[config.mk]
export PLATFORM = sky130hd
export DESIGN_NAME = watch_timekeeper_flat
export DESIGN_NICKNAME = d
export VERILOG_FILES = /design/src/rtl/watch_timekeeper_pkg.sv /design/src/rtl/watch_timekeeper_if.sv /design/src/rtl/watch_timekeeper_key_press_detector.sv /design/src/rtl/watch_timekeeper.sv /design/src/flat_wrapper.sv
export SDC_FILE = /design/constraint.sdc
export NUM_CORES = 1
export LEC_CHECK = 0
export ABC_CLOCK_PERIOD_IN_PS = 3650
export BUFFER_PORTS_ARGS = -buffer_cell sky130_fd_sc_hd__clkbuf_2
export CAP_MARGIN = 10
export CORE_AREA = 2 2 191 137
export DETAILED_ROUTE_END_ITERATION = 10
export DIE_AREA = 0 0 193 139
export GPL_ROUTABILITY_DRIVEN = 0
export PLACE_DENSITY_LB_ADDON = 0.25
export SETUP_SLACK_MARGIN = 0.4
export SLEW_MARGIN = 10
export SYNTH_ARGS = -nofsm -noshare
export SYNTH_HDL_FRONTEND = slang
export SYNTH_SLANG_ARGS = --single-unit
[constraint.sdc]
create_clock -name CLOCK_50 -period 3.65 [get_ports CLOCK_50]
set_clock_uncertainty 0.15 [all_clocks]
set_input_delay 0.1825 -clock CLOCK_50 [delete_from_list [all_inputs] [get_ports CLOCK_50]]
set_output_delay 0.1825 -clock CLOCK_50 [all_outputs]
set_load 0.01 [all_outputs]
[src/rtl/watch_timekeeper_pkg.sv]
// Shared watch constants, mode encodings and key press events.
// The alarm block imports the same definitions.
package watch_pkg;

    localparam logic [7:0] SEC_MAX  = 8'd59;
    localparam logic [7:0] MIN_MAX  = 8'd59;
    localparam logic [7:0] HOUR_MAX = 8'd23;

    typedef enum logic [1:0] {
        MODE_TIME = 2'd0,
        MODE_TSET = 2'd1,
        MODE_ASET = 2'd3
    } mode_e;

    typedef enum logic [1:0] {
        EV_NONE,
        EV_SHORT,
        EV_LONG
    } press_e;

    function automatic logic [7:0] wrap_inc(input logic [7:0] v, input logic [7:0] mx);
        return (v == mx) ? 8'd0 : v + 8'd1;
    endfunction

endpackage

[src/rtl/watch_timekeeper_if.sv]
// Time-of-day bus driven by the timekeeper and read by the alarm and display blocks.
interface watch_timekeeper_if;
    logic [7:0] hour;
    logic [7:0] min;
    logic [7:0] sec;
    logic       tick_1hz;
    logic       sel;
    logic       setting;

    modport master (output hour, min, sec, tick_1hz, sel, setting);
    modport slave  (input  hour, min, sec, tick_1hz, sel, setting);
endinterface

[src/rtl/watch_timekeeper_key_press_detector.sv]
// One board key: 2-flop synchronizer, debounce, then short/long press classification.
module key_press_detector
    import watch_pkg::*;
#(
    parameter int DEBOUNCE   = 500000,
    parameter int LONG_PRESS = 100000000
) (
    input  logic clk,
    input  logic reset,
    input  logic i_key_n,
    output logic o_short_pulse,
    output logic o_long_pulse
);
    localparam int DW = $clog2(DEBOUNCE + 1);
    localparam int HW = $clog2(LONG_PRESS + 1);

    typedef enum logic [1:0] {S_IDLE, S_HELD, S_LONG} state_e;

    state_e        r_state, w_next;
    logic [1:0]    r_sync;
    logic          r_db;
    logic [DW-1:0] r_db_cnt;
    logic [HW-1:0] r_hold_cnt;
    press_e        w_ev;
    logic          w_pressed;

    // Keys idle high, so the synchronizer and debounced level reset to released.
    always_ff @(posedge clk) begin
        if (reset) begin
            r_sync   <= 2'b11;
            r_db     <= 1'b1;
            r_db_cnt <= '0;
        end else begin
            r_sync <= {r_sync[0], i_key_n};
            if (r_sync[1] == r_db) begin
                r_db_cnt <= '0;
            end else if (r_db_cnt == DW'(DEBOUNCE - 1)) begin
                r_db     <= r_sync[1];
                r_db_cnt <= '0;
            end else begin
                r_db_cnt <= r_db_cnt + DW'(1);
            end
        end
    end

    assign w_pressed = ~r_db;

    always_ff @(posedge clk) begin
        if (reset) begin
            r_state    <= S_IDLE;
            r_hold_cnt <= '0;
        end else begin
            r_state    <= w_next;
            r_hold_cnt <= (r_state == S_HELD) ? r_hold_cnt + HW'(1) : '0;
        end
    end

    always_comb begin
        w_next = r_state;
        w_ev   = EV_NONE;
        case (r_state)
            S_IDLE: if (w_pressed) w_next = S_HELD;
            S_HELD: begin
                if (!w_pressed) begin
                    w_next = S_IDLE;
                    w_ev   = EV_SHORT;
                end else if (r_hold_cnt == HW'(LONG_PRESS - 1)) begin
                    w_next = S_LONG;
                    w_ev   = EV_LONG;
                end
            end
            S_LONG: if (!w_pressed) w_next = S_IDLE;
            default: w_next = S_IDLE;
        endcase
    end

    assign o_short_pulse = (w_ev == EV_SHORT);
    assign o_long_pulse  = (w_ev == EV_LONG);

endmodule

[src/rtl/watch_timekeeper.sv]
// Watch time-of-day: 1 Hz prescaler, h/m/s counters and key-driven time setting.
module watch_timekeeper
    import watch_pkg::*;
#(
    parameter int         CLK_FREQ   = 50000000,
    parameter int         LONG_PRESS = 100000000,
    parameter int         DEBOUNCE   = 500000,
    parameter logic [1:0] SET_MODE   = MODE_TSET
) (
    input  logic               CLOCK_50,
    input  logic               reset,
    input  logic [1:0]         KEY,
    input  logic [1:0]         mode,
    watch_timekeeper_if.master tk
);
    localparam int PW = $clog2(CLK_FREQ + 1);

    logic [PW-1:0] r_presc;
    logic [7:0]    r_hour, r_min, r_sec;
    logic          r_tick, r_sel;
    logic          w_setting;
    logic [1:0]    w_short, w_long;

    for (genvar k = 0; k < 2; k++) begin : g_key
        key_press_detector #(
            .DEBOUNCE  (DEBOUNCE),
            .LONG_PRESS(LONG_PRESS)
        ) u_det (
            .clk          (CLOCK_50),
            .reset        (reset),
            .i_key_n      (KEY[k]),
            .o_short_pulse(w_short[k]),
            .o_long_pulse (w_long[k])
        );
    end

    assign w_setting = (mode == SET_MODE);

    // Ticks only run outside set mode and key pulses only act inside it,
    // so the two update paths are mutually exclusive. KEY[0] outranks KEY[1].
    always_ff @(posedge CLOCK_50) begin
        if (reset) begin
            r_presc <= '0;
            r_hour  <= '0;
            r_min   <= '0;
            r_sec   <= '0;
            r_tick  <= 1'b0;
            r_sel   <= 1'b0;
        end else begin
            r_tick <= 1'b0;
            if (!w_setting) begin
                if (r_presc == PW'(CLK_FREQ - 1)) begin
                    r_presc <= '0;
                    r_tick  <= 1'b1;
                    r_sec   <= wrap_inc(r_sec, SEC_MAX);
                    if (r_sec == SEC_MAX) begin
                        r_min <= wrap_inc(r_min, MIN_MAX);
                        if (r_min == MIN_MAX) r_hour <= wrap_inc(r_hour, HOUR_MAX);
                    end
                end else begin
                    r_presc <= r_presc + PW'(1);
                end
            end else if (w_short[0]) begin
                r_sec   <= '0;
                r_presc <= '0;
            end else if (w_long[0]) begin
                r_hour <= '0;
                r_min  <= '0;
                r_sec  <= '0;
            end else if (w_short[1]) begin
                if (r_sel) r_hour <= wrap_inc(r_hour, HOUR_MAX);
                else       r_min  <= wrap_inc(r_min, MIN_MAX);
            end else if (w_long[1]) begin
                r_sel <= ~r_sel;
            end
        end
    end

    assign tk.hour     = r_hour;
    assign tk.min      = r_min;
    assign tk.sec      = r_sec;
    assign tk.tick_1hz = r_tick;
    assign tk.sel      = r_sel;
    assign tk.setting  = w_setting;

endmodule

[src/flat_wrapper.sv]
// flat-port wrapper written by rule: the top's interface ports become plain ports
module watch_timekeeper_flat import watch_pkg::*;
#(
    parameter int         CLK_FREQ   = 50000000,
    parameter int         LONG_PRESS = 100000000,
    parameter int         DEBOUNCE   = 500000,
    parameter logic [1:0] SET_MODE   = MODE_TSET
)
  (CLOCK_50, reset, KEY, mode, tk_hour, tk_min, tk_sec, tk_tick_1hz, tk_sel, tk_setting);
  watch_timekeeper_if tk_i ();
  input  logic CLOCK_50;
  input  logic reset;
  input  logic [1:0] KEY;
  input  logic [1:0] mode;
  output wire logic [$bits(tk_i.hour)-1:0] tk_hour;
  output wire logic [$bits(tk_i.min)-1:0] tk_min;
  output wire logic [$bits(tk_i.sec)-1:0] tk_sec;
  output wire logic [$bits(tk_i.tick_1hz)-1:0] tk_tick_1hz;
  output wire logic [$bits(tk_i.sel)-1:0] tk_sel;
  output wire logic [$bits(tk_i.setting)-1:0] tk_setting;
  assign tk_hour = tk_i.hour;
  assign tk_min = tk_i.min;
  assign tk_sec = tk_i.sec;
  assign tk_tick_1hz = tk_i.tick_1hz;
  assign tk_sel = tk_i.sel;
  assign tk_setting = tk_i.setting;
  watch_timekeeper #(.CLK_FREQ(CLK_FREQ), .LONG_PRESS(LONG_PRESS), .DEBOUNCE(DEBOUNCE), .SET_MODE(SET_MODE)) u_core (.CLOCK_50(CLOCK_50), .reset(reset), .KEY(KEY), .mode(mode), .tk(tk_i));
endmodule
==> results.md <==
- Outcome: complete, no violations
- Yosys warns: 0
- Post-synth top area cell: dfxtp_1
- Fillers: 2592
- Routed wire length: 17160 um
- Mux contribution to synthesized area: 0.6773%
- Tightest hold margin: 118.2 ps
- Mapped Cells: roughly 860
- FF-to-FF setup slack: between 400 and 500 ps
- Routed via count: 6239
- CP startpoint: u_core.g_key[0].u_det.r_hold_cnt[19]
- Synth top area share: between 40% and 50%
- CP endpoint: u_core.tk.hour[6]
- Setup TNS: 0 ps
- Minimum clock period: 3220 ps
- Worst Path Arrival: 3370 ps
- Highest-count cells in the layout ignoring fill and taps: dfxtp_1, nor2_1, nand2_1, nand3_1, xnor2_1
- Cell variety after synth: 64
- Main synth FF type: dfxtp_1
- P_leak: 2.788 nW
- ANT nets after route: 0
- R2R cell count: 12
- Worst reg2reg startpoint: u_core.g_key[0].u_det.r_hold_cnt[19]
- Number of buffers added on ports: 32
- Largest family of logic cells by synthesized area: simple AND/OR/NAND/NOR gates
- Starting density of the core: 29.40%
- CTS clock-pin slew for the worst setup and hold paths: 60 ps
- Avg Inst Size Synth: 8.573 sq um
- Crit start category: flip-flop
- Hold violation count in the final report: 0
- Initial antenna violation count: 0
- Actual slew at the worst max-slew pin: 914.1 ps
- Final worst setup slack: 430.5 ps
- Synth area leaders: dfxtp_1, nor2_1, xnor2_1
- Largest net degree at the start of global routing: 48
- Worst path most repeated cell: buf_4
- First-pass GRT wire length: 29170 um
- Commonest non-fill, non-tap cell in the layout: dfxtp_1
- Top delay family on crit path: simple AND/OR/NAND/NOR gates
- # setup viols final: 0
- Critical-path cell list: nor4bb_4 > nand3_1 > nor3_2 > nand2_1 > ha_2 > or3b_4 > o31a_1 > or3_4 > buf_4 > o31ai_4 > buf_4 > a21oi_2
- Core Util, Final: about a third
- Critical path class: reg2reg
- Post-synthesis simple-gate area fraction: 30.29%
- CTS Buf Count: 17
- Ant. Diodes: 0
- Core footprint: 0.02514 sq mm
- Layout cells sized above 1: 14.43%
- Area share of fa/ha/maj cells after synthesis: under 10%
- Initial DRC count: ~380
- Worst Path Max Fanout: 8
- Sequential Area: 0.003098 sq mm
- Vias in the first global route: 5654
- Multi-input combinational cell area: 0.004150 sq mm
- Cell Count, Final, Fillers Out: 1246
- Clk root buf: clkbuf_16
- Clk buf depth: 2
- Min-Delay Path Class: in2reg
- Dpl cells: 1200
- Power Density: 419.3 mW/mm^2
- Compound-Gate Fraction of Synth Area: approximately 11%
- Syn-to-layout area delta: 18.63%
- Fmax: 310.6 MHz
- Required time of the worst setup path: between 3000 and 4000 ps
- Post-DP HPWL: 11500 um
- Worst hold path depth: 5
- Crit-path max cell delay: 450 ps
- Detailed-route DRC error count: 0
- Nets: just over 900
- Overflow after GRT: 0
- EDFF count, synth: 0
- VDD IR max: 0.0003256 V
- GRT Util Overall: 13.39%
- Cell row count: roughly 50
- Setup WS pre-CTS: 106.3 ps
- Syn Std Cell Area: 0.007390 sq mm
- Vias per Instance: 5.007
- Worst setup EP type: flip-flop
- Latest clock arrival within the worst-skew pair: ~430 ps
- Chip Height: 139 um
- Final total power: 3.676 mW
- Yosys reg bits: approximately 150
- Die area: 0.02683 sq mm
- IO Pins: 33
- H-tree depth: 4
- R2R Path End: u_core.tk.hour[6]
- Post-route cell area: 0.008766 sq mm
- Drt wl/cell: 13.77 um
- Final period util: approximately 88%
- Slowest cell on crit path: or3_4
- Total iterations of the first detailed-routing run: 5
- Post-synth ARST share: 0%
- Placed cell area: 0.007880 sq mm
- Crit path depth: 12
- CTS sink count: 154
- RSZ-0062 raised after global routing: true
- Relative slew slack: 38.50%
- Max cap viols: 0
- Post-Synth XOR/XNOR Area: around a tenth
- Post-synth net total: 878
- CP bufs+invs: 2
- Seq/Total Area, Yosys: 41.72%
- Die W: 193 um
- TritonCTS clock tree: yes
- Max-slew violations: 0
worst min-delay path, delay by kind of cell:
family / cells / cell delay [ps]
buffers and inverters: 2 / 260
AND/OR/NAND/NOR: 2 / 120
AO/OA/AOI/OAI: 1 / 70
cell families (layout without fill, tap and decap cells):
logic type | after synthesis | after routing
adder cells (fa/ha/maj) | 10 | 10
buffers and inverters | 63 | 115
multiplexers | 5 | 5
AO/OA/AOI/OAI | 125 | 125
flip-flops | 154 | 154
XOR/XNOR | 85 | 85
AND/OR/NAND/NOR | 420 | 421
cells in the mapped netlist (7+ instances only):
library cell / number
inv_1: 25
nand2_1: 59
a311oi_1: 15
ha_1: 10
a21oi_1: 41
nor4_1: 22
and2_1: 15
buf_2: 7
dfxtp_1: 154
or4_1: 13
nor3_1: 18
nand3_1: 51
xnor2_1: 43
xor2_1: 42
and4_1: 17
o31ai_1: 11
nand4_1: 34
and3_1: 17
o21ai_0: 19
clkbuf_1: 22
or3_1: 17
nor2_1: 116
nand3b_1: 7
power breakdown:
part / switching (mW) / internal [mW]
clock: 0.705 / 1.18
combinational: 0.0675 / 0.0349
sequential: 0.00603 / 1.69
per-layer routing:
metal | GRT usage (%) | vias to the layer above | share of wire, %
met5 | 0 | - | 0
met2 | 17.64 | 109 | 39
met4 | 3.389 | 0 | 0.98
met3 | 3.517 | 15 | 3.9
met1 | 21.03 | 2908 | 56
li1 | - | 3207 | -
area by class of cell:
type / count / area share [%]
multi-input cells: 646 / 47.35
flip-flops and latches: 154 / 35.34
clock buffers: 20 / 5.210
well taps: 331 / 4.725
repair buffers: 57 / 4.211
clock inverters: 11 / 1.927
inverters: 27 / 1.242
flip-flops by register name, summed over array words and instances (netlist names):
name,cells
u_core.g_key.u_det.r_hold_cnt,54
u_core.tk.sel,1
u_core.tk.sec,8
u_core.tk.min,8
u_core.tk.tick_1hz,1
u_core.g_key.u_det.r_state,4
u_core.r_presc,26
u_core.g_key.u_det.r_db_cnt,38
u_core.g_key.u_det.r_sync,4
u_core.tk.hour,8
u_core.g_key.u_det.r_db,2
worst min-delay path by stage:
stage                                      endpoint                             from
floorplan           u_core.g_key[0].u_det.r_sync[0]                           KEY[0]
global placement    u_core.g_key[1].u_det.r_sync[1]  u_core.g_key[1].u_det.r_sync[0]
detailed placement  u_core.g_key[1].u_det.r_sync[1]  u_core.g_key[1].u_det.r_sync[0]
CTS                              u_core.r_presc[20]                          mode[1]
global route                     u_core.r_presc[20]                          mode[1]
finish                           u_core.r_presc[20]                          mode[1]
repair_timing:
| item | CTS | global route |
|---|---|---|
| buffers inserted | 3 | 9 |
| setup endpoints to repair | 16 | 15 |
| hold buffers | 2 | 0 |
| endpoints found under the hold margin | 2 | 0 |
| gates cloned | 1 | 0 |
| pin swaps | 3 | 22 |
| gates resized for setup | 6 | 30 |
(Power assumes the default switching activity.)
